File: src/rtl/alarm_clk_ram_ctrl.sv
// Avalon-MM slave front-end for a 2048x32 single-port on-chip RAM with 1-cycle read latency.
// Define ALARM_CLK_RAM_CTRL_CLEAR_EN to sweep CLEAR_VALUE through the whole RAM after reset.
`timescale 1ns/1ps
module alarm_clk_ram_ctrl #(
    parameter int                ADDR_W      = 11,
    parameter int                DATA_W      = 32,
    parameter logic [DATA_W-1:0] CLEAR_VALUE = '0
) (
    input  logic                clk,
    input  logic                reset,
    input  logic                reset_req,
    input  logic [ADDR_W-1:0]   avs_address,
    input  logic [DATA_W/8-1:0] avs_byteenable,
    input  logic                avs_read,
    input  logic                avs_write,
    input  logic [DATA_W-1:0]   avs_writedata,
    output logic [DATA_W-1:0]   avs_readdata,
    output logic                avs_readdatavalid,
    output logic                avs_waitrequest,
    output logic [ADDR_W-1:0]   ram_address,
    output logic [DATA_W/8-1:0] ram_byteenable,
    output logic                ram_chipselect,
    output logic                ram_write,
    output logic [DATA_W-1:0]   ram_writedata,
    output logic                ram_clken,
    input  logic [DATA_W-1:0]   ram_readdata,
    output logic                init_done,
    output logic                protocol_err
);

    logic              w_busy;
    logic              w_accept;
    logic              w_rdAccept;
    logic              w_clearWrite;
    logic [ADDR_W-1:0] w_clearAddr;
    logic              r_rdValid;
    logic              r_protoErr;

`ifdef ALARM_CLK_RAM_CTRL_CLEAR_EN
    localparam logic [ADDR_W-1:0] LAST_ADDR = '1;

    typedef enum logic {S_INIT, S_RUN} state_t;

    state_t            r_state;
    state_t            w_nextState;
    logic [ADDR_W-1:0] r_clearCnt;
    logic [ADDR_W-1:0] w_nextCnt;
    logic              r_initDone;

    always_ff @(posedge clk or posedge reset) begin
        if (reset) begin
            r_state    <= S_INIT;
            r_clearCnt <= '0;
            r_initDone <= 1'b0;
        end else begin
            r_state    <= w_nextState;
            r_clearCnt <= w_nextCnt;
            r_initDone <= (w_nextState == S_RUN);
        end
    end

    // The sweep only advances on cycles where reset_req is low, so a pause resumes at the same address.
    always_comb begin
        w_nextState  = r_state;
        w_nextCnt    = r_clearCnt;
        w_clearWrite = 1'b0;
        if (r_state == S_INIT && !reset_req) begin
            w_clearWrite = 1'b1;
            if (r_clearCnt == LAST_ADDR) begin
                w_nextState = S_RUN;
            end else begin
                w_nextCnt = r_clearCnt + 1'b1;
            end
        end
    end

    assign w_busy      = (r_state != S_RUN);
    assign w_clearAddr = r_clearCnt;
    assign init_done   = r_initDone;
`else
    // Without the sweep the RAM is usable as soon as reset is released.
    assign w_busy       = reset;
    assign w_clearWrite = 1'b0;
    assign w_clearAddr  = '0;
    assign init_done    = ~reset;
`endif

    assign avs_waitrequest = w_busy | reset_req;
    assign w_accept        = (avs_read | avs_write) & ~avs_waitrequest;
    assign w_rdAccept      = w_accept & avs_read & ~avs_write;

    always_ff @(posedge clk or posedge reset) begin
        if (reset) begin
            r_rdValid  <= 1'b0;
            r_protoErr <= 1'b0;
        end else begin
            r_rdValid  <= w_rdAccept;
            r_protoErr <= r_protoErr | (avs_read & avs_write);
        end
    end

    always_comb begin
        ram_address    = avs_address;
        ram_byteenable = avs_byteenable;
        ram_writedata  = avs_writedata;
        ram_chipselect = w_accept;
        ram_write      = w_accept & avs_write;
        if (w_clearWrite) begin
            ram_address    = w_clearAddr;
            ram_byteenable = '1;
            ram_writedata  = CLEAR_VALUE;
            ram_chipselect = 1'b1;
            ram_write      = 1'b1;
        end
    end

    assign ram_clken         = ~reset_req;
    assign avs_readdatavalid = r_rdValid;
    assign avs_readdata      = r_rdValid ? ram_readdata : '0;
    assign protocol_err      = r_protoErr;

endmodule
File: config.mk
export PLATFORM = sky130hd
export DESIGN_NAME = alarm_clk_ram_ctrl
export DESIGN_NICKNAME = d
export VERILOG_FILES = /design/src/rtl/alarm_clk_ram_ctrl.sv
export SDC_FILE = /design/constraint.sdc
export NUM_CORES = 1
export LEC_CHECK = 0
export ABC_AREA = 0
export BUFFER_PORTS_ARGS = -buffer_cell sky130_fd_sc_hd__buf_2
export CORE_ASPECT_RATIO = 0.6
export CORE_MARGIN = 4
export CORE_UTILIZATION = 21
export CTS_CLUSTER_SIZE = 8
export DETAILED_ROUTE_END_ITERATION = 6
export PLACE_DENSITY_LB_ADDON = 0.08
export REMOVE_ABC_BUFFERS = 1
export SLEW_MARGIN = 0
export SYNTH_ARGS = -nofsm -noshare
export SYNTH_HDL_FRONTEND = slang
export SYNTH_SLANG_ARGS = --single-unit
File: constraint.sdc
create_clock -name clk -period 0.8 [get_ports clk]
set_clock_uncertainty 0.05 [all_clocks]
set_input_delay 0.08 -clock clk [delete_from_list [all_inputs] [get_ports clk]]
set_output_delay 0.08 -clock clk [all_outputs]
set_load 0.05 [all_outputs]
* After elaboration in Yosys (flattened, before gate mapping)
Index checks and enable logic that the tools add are counted.
W data, S select, Z words.
** Storage, ports and cells
- Bits in latches :: 0
- Input port bits :: 84
- Memory bits (writable) :: 0
- Memories kept :: 0
- Output and inout port bits :: 86
- Word-level logic and storage cells :: 15
- Bits in read-only memories :: 0
- Register bits after elaboration :: 2
** Operators by class
- Div/mod/pow operators :: 0
- Reductions and logical operators :: 0
- Magnitude comparators :: 0
- $mul :: 0
- Bitwise logic cells :: 12
- Equal/unequal tests :: 0
- Muxes and demuxes :: 1
- Shifts and indexed selects :: 0
- Add/subtract/negate cells :: 0
** Operators by type and width (number)
- $mux W32 :: 1
- $and A1 B1 Y1 :: 5
- $not A1 Y1 :: 4
- $or A1 B1 Y1 :: 3

* Logic depth before layout (Yosys ltp)
Gate-level depths: netlist of run 1.
- Depth in word-level cells :: 5
- Depth in mapped cells :: 2
- Mapped depth without buffers :: 2

* Worst setup path before layout of run 1
Ideal clock, no wire load.
- Path type :: register to output
- From :: register r_rdValid, in the netlist avs_readdatavalid
- To :: output port avs_readdata[0]
- Data arrival time :: 1.316 ns
- Path buffers :: 1
- Setup slack :: -0.646 ns
- Cell stages (with the launch flop) :: 3
- Path through :: dfrtp_1 -> buf_2 -> and2_1
** On the way
- Longest elaborated chain between the ends :: 1
** RTL lines
- start: declaration :: RTL line 36 : logic r_rdValid;
- start signal: assignment :: RTL line 97 : r_rdValid <= w_rdAccept;
- $mux W32 :: RTL line 119 : assign avs_readdata = r_rdValid ? ram_readdata : '0;
- end: declaration :: RTL line 17 : output logic [DATA_W-1:0] avs_readdata,
Every way passes these cells.

* Final worst setup path of run 1
- From :: register r_rdValid, in the netlist avs_readdatavalid
- To :: output port avs_readdata[29]
Same word-level chain as after synthesis.

==> results of run 1 <==
==> worst max-delay path, stage by stage, from the launching register on <==
cell,delay [ns]
dfrtp_1,0.38
buf_12,0.16
and2_1,0.16
buf_6,0.15
==> cell families (layout without fill, tap and decap cells) <==
kind of cell | count (synthesis) | count (layout) | synth area share, %
compound gates | 1 | 1 | 1.12
simple gates | 37 | 37 | 35.2
buf+inv | 52 | 85 | 56.2
flops | 2 | 2 | 7.49
==> cells in the mapped netlist <==
cell	n
inv_1	2
or2_4	1
and2_1	32
and3_1	1
dfrtp_1	2
a21o_1	1
buf_2	3
nor2_1	2
buf_4	47
nor3b_2	1
==> stage by stage <==
| stage | total power, mW | utilization, % | hold WS (ns) | instance area, sq um | TNS, ns |
|---|---|---|---|---|---|
| 2_1_floorplan | 0.289 | - | -0.0541 | 300 | -24.84 |
| 3_3_place_gp | 0.430 | 25.7 | 0.0240 | 763 | -7.48 |
| 3_5_place_dp | 0.430 | 25.7 | 0.0230 | 763 | -7.74 |
| 4_1_cts | 0.888 | 35.1 | 0.0174 | 1040 | -12.98 |
| 5_1_grt | 0.923 | 35.4 | 0.0187 | 1050 | -14.04 |
| 6_report | 0.884 | 35.4 | 0.0278 | 1050 | -12.91 |
==> sequential cells by signal, indices dropped and copies added (netlist names) <==
signal	flops
avs_readdatavalid	1
protocol_err	1
==> power groups by stage <==
stage / Clock [mW] / Combinational, mW / Sequential (mW)
after floorplan: 0 / 0.175 / 0.114
after global placement: 0 / 0.325 / 0.105
after detailed placement: 0 / 0.325 / 0.105
after CTS: 0.405 / 0.379 / 0.104
after global routing: 0.418 / 0.401 / 0.104
final: 0.398 / 0.382 / 0.104
==> metal layers <==
metal  up-vias  part of all wire [%]  GRT usage, %
li1        295                     -             -
met1       272                    17          9.01
met2       120                    49          38.0
met3         4                    33          34.9
met4         0                   1.1          3.93
met5         -                     0             0
==> worst paths after layout <==
path | from | end | slack [ns] | cells past startpoint
max | avs_readdatavalid | avs_readdata[29] | -0.41 | 3
min | avs_write | avs_readdatavalid | 0.03 | 2
max reg2reg | protocol_err | protocol_err | -0.02 | 2
min reg2reg | protocol_err | protocol_err | 0.52 | 2
max in group asynchronous | reset | protocol_err | 0.23 | 4
min in group asynchronous | reset | avs_readdatavalid | 0.37 | 4
==> cell type report <==
| cell class | instances | area, sq um | share of cell area [%] |
|---|---|---|---|
| Tap cell | 42 | 52.6 | 5.00 |
| Sequential cell | 2 | 50.0 | 4.76 |
| Clock buffer | 3 | 41.3 | 3.93 |
| Timing Repair Buffer | 80 | 649 | 61.8 |
| Inverter | 2 | 7.51 | 0.714 |
| Multi-Input combinational cell | 38 | 250 | 23.8 |
==> timing repair <==
item	4_1_cts	5_1_grt
resized for setup	71	2
hold buffers	1	0
pin swaps	2	0
setup buffers	0	1
endpoints found under the hold margin	2	0
setup endpoints to repair	35	36
==> results.cfg, run 1 <==
[final_layout]
num-fill-cells = 321
area_growth_pct = 57.3
mostFrequentLayoutCells = buf_2, buf_6, and2_1
final_nets = 211
final_common_cell = buf_2
layout.cells.non_filler = 167
drive_gt1_share_pct = 68.0
antennaDiodeCount = 0

[synthesis]
yosysSeqAreaShare_pct = 7.49
syn_area_sq_um = 668
synth_seq_cells = 2
yosysTopAreaCellShare_pct = 52.8
syn_avg_cell_area_sq_um = 7.26
yosysTopAreaCell = buf_4
yosysWarnings = 0
syn_inst = 92
yosys-top-cells-area = buf_4, and2_1, dfrtp_1, buf_2, nor3b_2
ys_types = 10

[die]
die_x_um = 80.8
die_h_um = 51.7
io_pins = 170
die_area_sq_um = 4180
initial_core_util_pct = 22.5
core_sq_um = 2970
placementRows = 15

[routing]
totalWireLength_um = 4830
ant_nets = 0
vias_per_cell = 4.14
dr.first_iter.drc_count = 26
vias = 691
wl_per_cell_um = 28.9
drt-pass1-iter-count = 4
drc_errors = 0

[placed_design]
place.detailed.instances = 162
hpwl_um = 4260
io_buffers = 75
globalplace.congestion = 0.759
dp_slack_ns = -0.247

[setup_path]
required_ns = 0.67
startpoint_type = register
setup.worst_path.class = register to output port
cp.arrival_ns = 1.08
endpoint_kind = output port
crit_fanout = 33

[global_route]
first_global_vias = 702
grt_pass1_wl_um = 5710
antenna_found_initial = 0
grt_max_degree = 34
grt_overflow = 0
grtUsageTotal_pct = 21.5

[sta]
tightest_slew_ns = 0.254
final_critical_path_setup_slack_ns = -0.409
hold_viol = 0
max_freq_mhz = 827
slew_violations = 0
fin_crit_sh_pct = 151
slew_headroom_pct = 83.2
min_period_ns = 1.21
setup_violations = 36
rsz0062_at_grt = true

[clocking]
clk_pin_slew_ns = 0.03
clk_latency_ns = 0.21
clock_path_buffers = 2
cts_made_buffers = 3
root_buffer = clkbuf_8
cts_tree = yes
clock-sinks = 2
h-tree-depth = 1

[power]
p_sw_uw = 301
power-per-cell-area_nw_per_um2 = 841
switching_share_pct = 34.0
p_int_uw = 584
pwr-share-clk_pct = 45.0
leakage_nw = 0.569
pwr-share-comb_pct = 43.2
power_frac_seq_pct = 11.8
peakVddDrop_mv = 0.302

[outcome]
violations = setup timing
outcome = finished, violations left

[run]
cap_violations = 0

[hold_path]
hp-class = primary input to register
No activity file was read; power rests on OpenSTA's default activity.
==> run 2, diff against run 1 <==
==> constraint.sdc (replaced) <==
create_clock -name clk -period 0.8 [get_ports clk]
set_clock_uncertainty 0.05 [all_clocks]
set_input_delay 0.16 -clock clk [delete_from_list [all_inputs] [get_ports clk]]
set_output_delay 0.16 -clock clk [all_outputs]
set_load 0.05 [all_outputs]
==> results.cfg, run 2 (synthesis results as in run 1) <==
[global_route]
grt_overflow = 0
antenna_found_initial = 0
first_global_vias = 750
grt_max_degree = 34
grtUsageTotal_pct = 21.9
grt_pass1_wl_um = 5870

[die]
io_pins = 170
die_area_sq_um = 4180
core_sq_um = 2970
placementRows = 15
die_h_um = 51.7
die_x_um = 80.8
initial_core_util_pct = 22.5

[final_layout]
final_nets = 216
fin_util_pct = 39.2
drive_gt1_share_pct = 75.4
layout.cells.non_filler = 172
antennaDiodeCount = 0
area_growth_pct = 73.8
mostFrequentLayoutCells = buf_2, buf_6, and2_1

[routing]
drt-pass1-iter-count = 4
dr.first_iter.drc_count = 14
vias = 735
vias_per_cell = 4.27
drc_errors = 0
wl_per_cell_um = 28.6
totalWireLength_um = 4920
ant_nets = 0

[placed_design]
io_buffers = 75
place.detailed.instances = 165
globalplace.congestion = 0.756
hpwl_um = 4240

[power]
power-per-cell-area_nw_per_um2 = 806
peakVddDrop_mv = 0.403
leakage_nw = 0.615

[clocking]
clk_latency_ns = 0.21
root_buffer = clkbuf_8
cts_hold_buffers = 0
clock_path_buffers = 2
clock-sinks = 2
cts_tree = yes
h-tree-depth = 1
clk_pin_slew_ns = 0.03
cts_made_buffers = 3

[setup_path]
startpoint_type = register
setup.worst_path.class = register to output port
worst_r2r_path_depth = 2
endpoint_kind = output port
crit_slowest_cell = dfrtp_1
path_buf_inv = 2
cp.arrival_ns = 1.08
crit_fanout = 33
critical_path.cell_chain = buf_12 > and2_1 > buf_6
critPathMaxStageDelay_ns = 0.36
crit_family = flip-flops
critical_path_depth = 3
required_ns = 0.59

[outcome]
outcome = finished, violations left
violations = setup timing

[sta]
tightest_slew_ns = 0.249
slew_violations = 0
fin_crit_sh_pct = 161
min_period_ns = 1.29
final_critical_path_setup_slack_ns = -0.491
rsz0062_at_grt = true
setup_violations = 38
slew_headroom_pct = 83.5
hold_viol = 0
max_freq_mhz = 775

[hold_path]
hp-class = primary input to async pin

[run]
cap_violations = 0
## run 2: changes by cell type in the layout (fill, tap and decap cells not counted), sizes merged
cell / change
dlygate4sd3: -1
buf: +6
## run 2: report_power, final
part / internal, mW / total, mW / switching [mW]
Clock: 0.318 / 0.393 / 0.0754
Combinational: 0.206 / 0.439 / 0.233
Sequential: 0.103 / 0.104 / 0.00101
Total: 0.627 / 0.936 / 0.309
## run 2: layout make-up
| type | count | area (sq um) |
|---|---|---|
| Fill cell | 305 | 1800 |
| Timing Repair Buffer | 85 | 739 |
| Inverter | 2 | 12.5 |
| Tap cell | 42 | 52.6 |
| Clock buffer | 3 | 41.3 |
| Multi-Input combinational cell | 38 | 265 |
| Sequential cell | 2 | 50.0 |
## run 2: final timing paths
path	from	endpoint	slack [ns]
worst max-delay path	avs_readdatavalid	avs_readdata[10]	-0.49
worst min-delay path	reset	avs_readdatavalid	0.008
worst max register to register	protocol_err	protocol_err	-0.04
worst min register to register	protocol_err	protocol_err	0.54
max in group asynchronous	reset	protocol_err	0.60
min in group clk	avs_write	avs_readdatavalid	0.19
## run 2: metrics by stage
step	cell area, sq um	total power [mW]	TNS, ns	hold slack, ns	setup slack, ns
2_1_floorplan	300	0.289	-27.81	0.0259	-0.823
3_3_place_gp	786	0.440	-10.65	0.115	-0.309
3_5_place_dp	786	0.441	-11.01	0.112	-0.329
4_1_cts	1130	0.933	-15.97	0.00173	-0.473
5_1_grt	1160	0.992	-17.44	0.0242	-0.529
6_report	1160	0.936	-16.05	0.00829	-0.491
## run 2: timing repair
item	CTS	global route
pin swaps	3	0
setup endpoints to repair	38	39
gates resized for setup	88	8
gates cloned	0	0
setup buffers	3	1
## run 2: routing by layer
layer / GRT usage, % / vias to the layer above / share of wire, %
met5: 8.57 / - / 0.53
met4: 7.02 / 2 / 2.6
met3: 30.6 / 10 / 30
met2: 38.0 / 121 / 48
met1: 10.9 / 298 / 19
li1: - / 304 / -
## run 2: worst register-to-register path, stage by stage (launching register included)
cell     delay, ns
dfrtp_1       0.38
buf_4         0.14
a21o_1        0.15
==> run 3, diff against run 2 <==
--- a/config.mk
+++ b/config.mk
@@ -5,11 +5,11 @@
 export SDC_FILE = /design/constraint.sdc
 export NUM_CORES = 1
 export LEC_CHECK = 0
-export ABC_AREA = 0
+export ABC_AREA = 1
 export BUFFER_PORTS_ARGS = -buffer_cell sky130_fd_sc_hd__buf_2
 export CORE_ASPECT_RATIO = 0.6
 export CORE_MARGIN = 4
-export CORE_UTILIZATION = 21
+export CORE_UTILIZATION = 23
 export CTS_CLUSTER_SIZE = 8
 export DETAILED_ROUTE_END_ITERATION = 6
 export PLACE_DENSITY_LB_ADDON = 0.08
==> results.cfg, run 3 <==
[die]
placementRows = 15
core_sq_um = 2930
die_area_sq_um = 4130
io_pins = 170
die_x_um = 80.3
die_h_um = 51.4
initial_core_util_pct = 24.7

[synthesis]
yosysSeqAreaShare_pct = 6.93
syn_area_sq_um = 722
yosysTopAreaCell = buf_4
synth_top_cells_by_count = buf_4, inv_1, nand2_1
synth_seq_cells = 2
yosys-top-cells-area = buf_4, inv_1, nand2_1, dfrtp_1, buf_6
yosysTopAreaCellShare_pct = 48.9
ys_types = 6
async_flop_share_pct = 100
ys.flop_type = dfrtp_1
syn_avg_cell_area_sq_um = 5.64
syn_inst = 128
yosysWarnings = 0
synth_most_common_cell = buf_4
synth-edff-count = 0

[sta]
tightest_slew_ns = 0.149
setup_violations = 36
slew_violations = 0
fin_crit_sh_pct = 159
hold_viol = 0
slew_headroom_pct = 90.2
rsz0062_at_grt = true
min_period_ns = 1.27
final_critical_path_setup_slack_ns = -0.469
max_freq_mhz = 788

[routing]
dr.first_iter.drc_count = 18
vias = 823
drt-pass1-iter-count = 4
ant_nets = 0
wl_per_cell_um = 23.1
totalWireLength_um = 4780
drc_errors = 0
vias_per_cell = 3.98

[hold_path]
worstHoldEndpoint = protocol_err
min_from = avs_write
hold_depth = 3
hp-class = primary input to register

[setup_path]
required_ns = 0.59
crit_family = buffers and inverters
critPathMaxStageDelay_ns = 0.36
startpoint = avs_readdatavalid
critical_path.cell_chain = buf_6 > nand2_1 > inv_1 > buf_6
reg2reg_to = protocol_err
crit_slowest_cell = dfrtp_1
setup.worst_path.class = register to output port
crit_fanout = 16
endpoint_kind = output port
cp.arrival_ns = 1.06
cp_common_cell = buf_6
startpoint_type = register
path_buf_inv = 3
crit-reg2reg-launch = protocol_err
worst_r2r_path_depth = 3
r2r_slack_ns = 0.04

[power]
switching_share_pct = 36.0
pwr-share-comb_pct = 47.3
power-per-cell-area_nw_per_um2 = 789
peakVddDrop_mv = 0.367
leakage_nw = 0.841
pwr-share-clk_pct = 42.0
power_frac_seq_pct = 10.7
p_int_uw = 624
power_uw = 976
p_sw_uw = 352

[clocking]
clk_latency_ns = 0.22
h-tree-depth = 1
root_buffer = clkbuf_8
clock_path_buffers = 2
cts_tree = yes
clock-sinks = 2
clk_pin_slew_ns = 0.03
cts_made_buffers = 3

[final_layout]
mostFrequentLayoutCells = nand2_1, buf_2, buf_6
layout.cells.non_filler = 207
antennaDiodeCount = 0
num-fill-cells = 305
final_nets = 251
area_growth_pct = 71.4
final_common_cell = nand2_1
drive_gt1_share_pct = 63.0
fin_util_pct = 42.3

[run]
cap_violations = 0

[global_route]
grtUsageTotal_pct = 23.3
grt_max_degree = 18
first_global_vias = 873
grt_overflow = 0
antenna_found_initial = 0
grt_pass1_wl_um = 6270

[placed_design]
hpwl_um = 3950
globalplace.congestion = 0.798
io_buffers = 75
place.detailed.instances = 201

[outcome]
outcome = finished, violations left
violations = setup timing
==> run 3: cell count changes after synthesis, sizes merged <==
cell	before	now
nand2	0	36
and3	1	0
nor3b	1	0
and2	32	0
or2	1	0
nor2	2	4
a21o	1	0
inv	2	36
==> run 3: cell families (layout without fill, tap and decap cells) <==
kind of cell | Yosys count | in the layout | share of synthesized area, %
and+or+nand+nor | 40 | 40 | 20.8
buffers and inverters | 86 | 123 | 72.3
DFF | 2 | 2 | 6.93
==> run 3: layout make-up <==
type | count | area, sq um | share of cell area [%]
timing repair buffer | 84 | 757 | 61.2
multi-input combinational | 40 | 189 | 15.3
inverter | 36 | 148 | 11.9
tap | 42 | 52.6 | 4.25
sequential | 2 | 50.0 | 4.04
clock buffer | 3 | 41.3 | 3.34
==> run 3: power groups by stage <==
| stage | sequential [mW] | clock (mW) | combinational, mW |
|---|---|---|---|
| 2_1_floorplan | 0.117 | 0 | 0.175 |
| 3_3_place_gp | 0.105 | 0 | 0.336 |
| 3_5_place_dp | 0.105 | 0 | 0.335 |
| 4_1_cts | 0.104 | 0.409 | 0.422 |
| 5_1_grt | 0.105 | 0.427 | 0.489 |
| 6_report | 0.104 | 0.410 | 0.462 |
==> run 3: how the worst max path moves through the flow <==
stage	end	slack, ns	cells past startpoint
final	avs_readdata[17]	-0.47	4
after global routing	avs_readdata[23]	-0.52	4
after CTS	avs_readdata[4]	-0.46	4
after detailed placement	avs_readdata[31]	-0.33	4
after global placement	avs_readdata[21]	-0.31	4
after floorplan	ram_chipselect	-1.20	3
==> run 3: through the flow <==
step,TNS [ns],setup WS [ns],cell area (sq um),hold slack [ns]
final,-14.89,-0.469,1240,0.139
after global routing,-16.70,-0.525,1240,0.152
after CTS,-14.93,-0.462,1150,0.136
after detailed placement,-11.11,-0.332,808,0.0920
after global placement,-10.55,-0.310,808,0.110
after floorplan,-32.65,-1.20,335,0.0289
==> run 3: repair_timing <==
action / CTS / global route
setup buffers: 1 / 1
endpoints found under the setup margin: 39 / 37
resized for setup: 90 / 33
hold buffers: 1 / 0
pin swaps: 2 / 1
hold endpoints to repair: 2 / 0
==> run 3: worst reg2reg max path, stage by stage (launching register included) <==
cell and delay [ns]:
dfrtp_1 0.37, buf_4 0.13, inv_1 0.04, nand2_1 0.04
==> run 3: per-layer routing <==
layer / routed length [um] / part of all wire [%] / global-route usage (%)
met5: 28 / 0.59 / 18.6
met4: 14 / 0.29 / 5.62
met3: 1700 / 36 / 38.4
met2: 1800 / 38 / 27.9
met1: 1240 / 26 / 17.8
